--- src/rtl/bit_scan_encoder.sv ---
`default_nettype none
// ============================================================================
//  Module   : bit_scan_encoder
//  Purpose  : Accepts a WIDTH-bit request vector and emits the binary index
//             of every set bit, lowest index first, one index per output
//             handshake. Flags the final beat and reports all-zero vectors
//             as a single "empty" beat. Popcount is held for the frame.
//  Revision : 1.0  initial release
// ============================================================================
module bit_scan_encoder #(
    parameter int WIDTH  = 8,
    parameter int CODE_W = 3
) (
    input  logic              clk,
    input  logic              rst,
    input  logic              in_valid,
    output logic              in_ready,
    input  logic [WIDTH-1:0]  in_data,
    output logic              out_valid,
    input  logic              out_ready,
    output logic [CODE_W-1:0] out_code,
    output logic              out_last,
    output logic              out_empty,
    output logic [CODE_W:0]   out_cnt
);

    typedef enum logic [0:0] {
        ST_IDLE = 1'b0,
        ST_EMIT = 1'b1
    } state_t;

    state_t             state_q, state_d;
    logic [WIDTH-1:0]   pending_q, pending_d;
    logic [CODE_W:0]    cnt_q, cnt_d;
    logic               empty_q, empty_d;

    logic [CODE_W-1:0]  w_low_idx;
    logic [CODE_W:0]    w_popcnt;
    logic [WIDTH-1:0]   w_pending_clr;
    logic               w_single;
    logic               w_emit;
    logic               w_last;
    logic               w_out_hs;
    logic               w_in_hs;

    // Lowest set bit of the pending vector; scanning downward lets the
    // lowest index overwrite higher ones. Zero vector yields index 0.
    always_comb begin
        w_low_idx = '0;
        for (int i = WIDTH - 1; i >= 0; i--) begin
            if (pending_q[i]) begin
                w_low_idx = CODE_W'(i);
            end
        end
    end

    // Popcount of the incoming vector, captured at accept time.
    always_comb begin
        w_popcnt = '0;
        for (int i = 0; i < WIDTH; i++) begin
            w_popcnt = w_popcnt + {{CODE_W{1'b0}}, in_data[i]};
        end
    end

    // Registered-only output decode; a frame is on its last beat when at
    // most one bit remains (or it was the empty report).
    always_comb begin
        w_pending_clr = pending_q & (pending_q - WIDTH'(1));
        w_single      = (w_pending_clr == '0);
        w_emit        = (state_q == ST_EMIT);
        w_last        = w_emit && (empty_q || w_single);

        out_valid = w_emit;
        out_code  = w_emit ? w_low_idx : '0;
        out_last  = w_last;
        out_empty = w_emit && empty_q;
        out_cnt   = w_emit ? cnt_q : '0;

        // Only combinational input-to-output path: out_ready -> in_ready.
        in_ready  = (state_q == ST_IDLE) || (w_emit && out_ready && w_last);

        w_out_hs  = w_emit && out_ready;
        w_in_hs   = in_valid && in_ready;
    end

    // Next-state: retire the lowest bit per beat, finish the frame on the
    // last beat, and load a new vector whenever one is accepted (which may
    // coincide with the last beat for bubble-free back-to-back frames).
    always_comb begin
        state_d   = state_q;
        pending_d = pending_q;
        cnt_d     = cnt_q;
        empty_d   = empty_q;

        if (w_out_hs) begin
            if (!w_last) begin
                pending_d = w_pending_clr;
            end else begin
                state_d   = ST_IDLE;
                pending_d = '0;
                cnt_d     = '0;
                empty_d   = 1'b0;
            end
        end

        if (w_in_hs) begin
            state_d   = ST_EMIT;
            pending_d = in_data;
            cnt_d     = w_popcnt;
            empty_d   = (in_data == '0);
        end
    end

    // State and frame registers; reset abandons any frame in progress.
    always_ff @(posedge clk or posedge rst) begin
        if (rst) begin
            state_q   <= ST_IDLE;
            pending_q <= '0;
            cnt_q     <= '0;
            empty_q   <= 1'b0;
        end else begin
            state_q   <= state_d;
            pending_q <= pending_d;
            cnt_q     <= cnt_d;
            empty_q   <= empty_d;
        end
    end

endmodule
`default_nettype wire
--- config.mk ---
export PLATFORM = sky130hd
export DESIGN_NAME = bit_scan_encoder
export DESIGN_NICKNAME = d
export VERILOG_FILES = /design/src/rtl/bit_scan_encoder.sv
export SDC_FILE = /design/constraint.sdc
export NUM_CORES = 1
export LEC_CHECK = 0
export BUFFER_PORTS_ARGS = -buffer_cell sky130_fd_sc_hd__buf_2
export CORE_ASPECT_RATIO = 0.7
export CORE_MARGIN = 3
export CORE_UTILIZATION = 50
export CTS_CLUSTER_DIAMETER = 120
export DETAILED_ROUTE_END_ITERATION = 7
export PLACE_DENSITY = 0.74
export SYNTH_ARGS = -nofsm -noshare
export SYNTH_HDL_FRONTEND = slang
export SYNTH_SLANG_ARGS = --single-unit
--- constraint.sdc ---
create_clock -name clk -period 4.9 [get_ports clk]
set_input_delay 0.245 -clock clk [delete_from_list [all_inputs] [get_ports clk]]
set_output_delay 0.245 -clock clk [all_outputs]
set_load 0.03 [all_outputs]
After elaboration in Yosys (flattened, before gate mapping)
Index checks and enable logic that the tools add are counted.
- register bits: 14
- output and inout bits: 11
- word-level logic and storage cells: 46
- input port bits: 12
- muxes and demuxes: 20
- reduce and logical (&&, ||, !) cells: 12
- $add $sub $neg: 8
- bitwise gates (word level): 2
- operators by type and width (cell ; number):
    $mux 3 ; 9
    $mux 8 ; 3
    $add 4x1->4 ; 4
    $logic_not 8->1 ; 2
    $mux 4 ; 4
    $and 8x8->8 ; 1
    $sub 8x1->8 const B ; 1
    $logic_and 1x1->1 ; 5
    $add 3x1->4 ; 1
    $mux 1 ; 4
    $reduce_bool 2->1 ; 2
    $add 2x1->3 ; 1
    $add 1x1->2 ; 1
    $logic_or 1x1->1 ; 2
    $reduce_and 2->1 ; 1
    $not 1->1 ; 1

Depth between registers and ports, before layout
- depth in word-level cells: 10
- mapped depth: 10
- mapped depth without buffers: 10

Least setup slack after synthesis
No wires, ideal clock.
- kind: input-to-reg
- start point: input port in_data[0]
- end point: register cnt_q[1]
- path buffers: 0
- required time: 4.779 ns
- data arrival time: 2.612 ns
- setup time: 0.121 ns
- cell stages on the path: 10
- path slack: 2.167 ns
- cell sequence: fa_1 inv_1 fa_1 fa_1 inv_1 ha_1 inv_1 fa_1 inv_1 a22o_1
- cells in the longest elaborated chain, start to end: 8
- ends and longest elaborated chain (what ; line ; text):
    start, declared ; 18 ; input logic [WIDTH-1:0] in_data,
    $add 1x1->2 ; 61 ; w_popcnt = w_popcnt + {{CODE_W{1'b0}}, in_data[i]};
    $add 2x1->3 ; 61 ;
    $add 3x1->4 ; 61 ;
    $add 4x1->4 (4 in series) ; 61 ;
    $mux 4 ; 106 ; if (w_in_hs) begin
    end signal, assigned ; 124 ; cnt_q <= cnt_d;
    end, declared ; 34 ; logic [CODE_W:0] cnt_q, cnt_d;
Every way passes these cells.
A chain may end at the register's enable or synchronous reset.

Worst setup path in the final report
- start point: register pending_q[0]
- end point: register cnt_q[3]
- cells in the longest elaborated chain, start to end: 10
- elaborated cells on any way between the ends: 12
- ends and longest elaborated chain (what ; line ; text):
    start, declared ; 33 ; logic [WIDTH-1:0] pending_q, pending_d;
    start signal, assigned ; 123 ; pending_q <= pending_d;
    $sub 8x1->8 ; 68 ; w_pending_clr = pending_q & (pending_q - WIDTH'(1));
    $and 8x8->8 * ; 68 ;
    $logic_not 8->1 * ; 69 ; w_single = (w_pending_clr == '0);
    $logic_or 1x1->1 * ; 71 ; w_last = w_emit && (empty_q || w_single);
    $logic_and 1x1->1 * ; 71 ;
    $logic_and 1x1->1 ; 80 ; in_ready = (state_q == ST_IDLE) || (w_emit && out_ready && w_last);
    $logic_or 1x1->1 ; 80 ;
    $logic_and 1x1->1 ; 83 ; w_in_hs = in_valid && in_ready;
    $reduce_bool 2->1 (no line) ; - ;
    $reduce_and 2->1 (no line) ; - ;
Every way passes the cells marked *; elsewhere a longest branch is shown, timed or not.

==> summary.md <==
| Metric | Value |
|---|---|
| Run status | `complete, but fails checks` |
| Violated checks | `hold timing` |
| Critical path's largest stage delay | `roughly 0.76 ns` |
| CORE AREA | `around 0.0020 sq mm` |
| Required time of the critical path | `5.12 ns` |
| DR vias/cell | `6.18` |
| Share of layout cells above drive strength 1 | `23.5%` |
| Vias | `952` |
| Fin Setup TNS | `0 ns` |
| Hold Buf Count CTS | `0` |
| Routed WL | `2.45 mm` |
| Clock Path Buffers | `2` |
| Layout Nets | `153` |
| Clk sinks | `14` |
| Internal Power | `~410 uW` |
| FF-to-FF Start | `pending_q[0]$_DFFE_PP0P_` |
| Tcrit/Tclk final | `between 60% and 70%` |
| Yosys cell types | `36` |
| R2R depth | `5` |
| Synthesized cell area | `0.00108 sq mm` |
| Die Height | `44.9 um` |
| Sw Ratio | `a little over half` |
| Standby leakage power | `between 0.0006 and 0.0007 uW` |
| H-tree depth | `1` |
| FF+latch count, synth | `14` |
| Post-Syn Nets | `132` |
| Critical path endpoint category | `register` |
| Dpl hpwl | `1.91 mm` |
| GP Congestion | `0.820` |
| Minimum clock period | `a little under 3 ns` |
| Vias in the first global route | `between 800 and 900` |
| I/O Buffers | `22` |
| Startpoint Class | `register` |
| Final setup vio count | `0` |
| RSZ-0062 raised after global routing | `no` |
| Clock network fraction of total power | `9.7%` |
| Antenna diodes | `0` |
| Die width | `slightly above 60 um` |
| Max Cap Viol | `0` |
| Part of the power in registers | `26.8%` |
| Core Util, Final | `62.1%` |
| Critical Path Fanout Max | `13` |
| Peak VDD IR | `0.349 mV` |
| Grt total ovfl | `0` |
| CTS tree | `built` |
| First-pass GRT wire length | `between 4 and 5 mm` |
| Clock Skew | `0.00673 ns` |
| Hold Fails Final Rpt | `14` |
| Combinational power share | `63.4%` |
| Worst skew pair latency | `0.28 ns` |
| WS Path Type | `reg -> reg` |
| Max Slew Vio Count | `0` |
| Antenna viol nets, final | `0` |
| Initial Util | `55.3%` |
| Placed inst area | `0.00117 sq mm` |
| TritonCTS Buffers | `3` |
| NetSw | `448 uW` |
| Critical path's slowest cell | `nor3b_2` |
| Synthesized netlist cell count | `112` |
| DRC | `0` |
| Worst hold path type | `in -> async` |
| Initial antenna violation count | `0` |
| Worst Path Arrival | `3.20 ns` |
| YS warnings | `0` |
| Cell Chain, Critical Path | `or4_1 > a2111oi_2 > nor4_1 > nor3b_2 > a32o_1` |
| Clk pin slew, worst setup/hold paths | `around 0.09 ns` |
| Wire length per cell | `15.9 um` |
| Gr usage total | `20.6%` |
| Final instance area | `around 0.0012 sq mm` |
| Drt pass-1 iters | `4` |
| Initial drt markers | `70` |
| Slew @ Worst Pin | `0.876 ns` |
| Slew margin rel. | `41.3%` |
| Power Dens Cells | `roughly 700 mW/mm^2` |
| # rows | `13` |
| Clock Tree Root | `clkbuf_4` |
| Seq/Total Area, Yosys | `32.5%` |
| Io pins | `23` |
| Die area | `0.00276 sq mm` |
| Largest net degree at the start of global routing | `15` |
| Cts repair resizes | `0` |
| Area grow syn2layout | `12.3%` |
| Fmax | `about 340 MHz` |
| R2R setup slack | `1.92 ns` |
| Syn_area_per_cell | `9.63 sq um` |
| Reg2Reg Capture Point | `cnt_q[3]$_DFFE_PP0P_` |
| Post-CTS setup buffer count | `0` |
| Worst hold slack | `-0.0138 ns` |
[synthesized netlist by cell type]
cell / instances / area [sq um]
a22o_1: 6 / 52.6
or3_1: 3 / 18.8
or4_1: 1 / 7.51
a21bo_2: 1 / 10.0
a21oi_1: 3 / 15.0
a2111oi_4: 1 / 27.5
o21bai_1: 4 / 30.0
a21o_1: 1 / 7.51
nand4_1: 1 / 6.26
nand2b_1: 1 / 6.26
a32o_1: 7 / 70.1
nor4b_1: 1 / 8.76
nor3_1: 5 / 25.0
inv_1: 18 / 67.6
o31ai_1: 1 / 7.51
nor4_1: 3 / 18.8
ha_1: 4 / 50.1
buf_6: 2 / 22.5
o311ai_0: 1 / 8.76
nor2_1: 7 / 26.3
nor4_2: 1 / 12.5
and2_1: 5 / 31.3
nand3_1: 1 / 5.00
fa_1: 4 / 80.1
nor3b_2: 1 / 12.5
o311a_1: 1 / 10.0
xnor2_1: 1 / 8.76
o21a_1: 2 / 15.0
a2111oi_2: 1 / 15.0
dfrtp_1: 14 / 350
o21ai_0: 1 / 5.00
nand2_1: 3 / 11.3
maj3_1: 1 / 10.0
clkbuf_1: 3 / 11.3
buf_4: 1 / 7.51
o22ai_1: 1 / 6.26
[routing by layer]
metal	up-vias	GRT usage [%]	part of all wire (%)
met2	46	30.1	43
met1	457	31.1	47
met3	2	6.00	9.0
met4	0	2.54	0.41
li1	447	-	-
met5	-	0	0
[stage by stage]
stage / power (uW) / std cells / worst slack (ns)
4_1_cts: 861 / 154 / 1.95
2_1_floorplan: 675 / 112 / 2.17
6_report: 861 / 154 / 1.92
3_5_place_dp: 774 / 150 / 1.96
5_1_grt: 924 / 154 / 1.75
3_3_place_gp: 765 / 150 / 1.98
[worst max-delay path, delay by kind of cell, from the launching register on]
kind            cells  cell delay (ns)
simple gates        3             1.68
flops               1             0.45
compound gates      2             0.79
[cells in the final DEF, fill, tap and decap left out, types with 2 or more instances in the layout]
cell type / instances
buf_2: 22
inv_1: 18
dfrtp_1: 14
nor2_1: 7
a32o_1: 7
a22o_1: 6
and2_1: 5
nor3_1: 5
o21bai_1: 4
fa_1: 4
ha_1: 4
nand2_1: 3
nor4_1: 3
or3_1: 3
a21oi_1: 3
clkbuf_4: 3
o21a_1: 2
[state kept, by name, indices dropped and copies added (netlist names)]
register,flops
pending_q,8
cnt_q,4
empty_q,1
out_valid,1
[how the worst max path moves through the flow]
stage / startpoint / endpoint / slack [ns] / depth (start not counted)
6_report: pending_q[0]$_DFFE_PP0P_ / cnt_q[3]$_DFFE_PP0P_ / 1.92 / 5
5_1_grt: pending_q[0]$_DFFE_PP0P_ / cnt_q[3]$_DFFE_PP0P_ / 1.75 / 5
4_1_cts: pending_q[0]$_DFFE_PP0P_ / cnt_q[3]$_DFFE_PP0P_ / 1.95 / 5
3_5_place_dp: in_data[0] / cnt_q[2]$_DFFE_PP0P_ / 1.96 / 11
3_3_place_gp: in_data[0] / cnt_q[2]$_DFFE_PP0P_ / 1.98 / 11
2_1_floorplan: in_data[0] / cnt_q[1]$_DFFE_PP0P_ / 2.17 / 10
[kinds of logic after synthesis]
family / share of synthesized area [%]
adders and majority gates: 13.0
and+or+nand+nor: 17.6
DFF: 32.5
xor gates and xnor gates: 0.812
AOI/OAI and AO/OA: 26.0
buffers and inverters: 10.1
[final cells by class]
cell class	instances	area (sq um)
fillers	176	741
repair buffers	22	110
inverters	18	67.6
well taps	22	27.5
clock buffers	4	36.3
flip-flops and latches	14	350
multi-input cells	74	619
[power by group through the flow]
stage	clock network [uW]	logic [uW]	registers [uW]
floorplan	0	473	202
global placement	0	535	230
detailed placement	0	543	231
CTS	85.8	546	229
global route	93.1	593	238
finish	83.7	546	231
(Power assumes the default switching activity.)
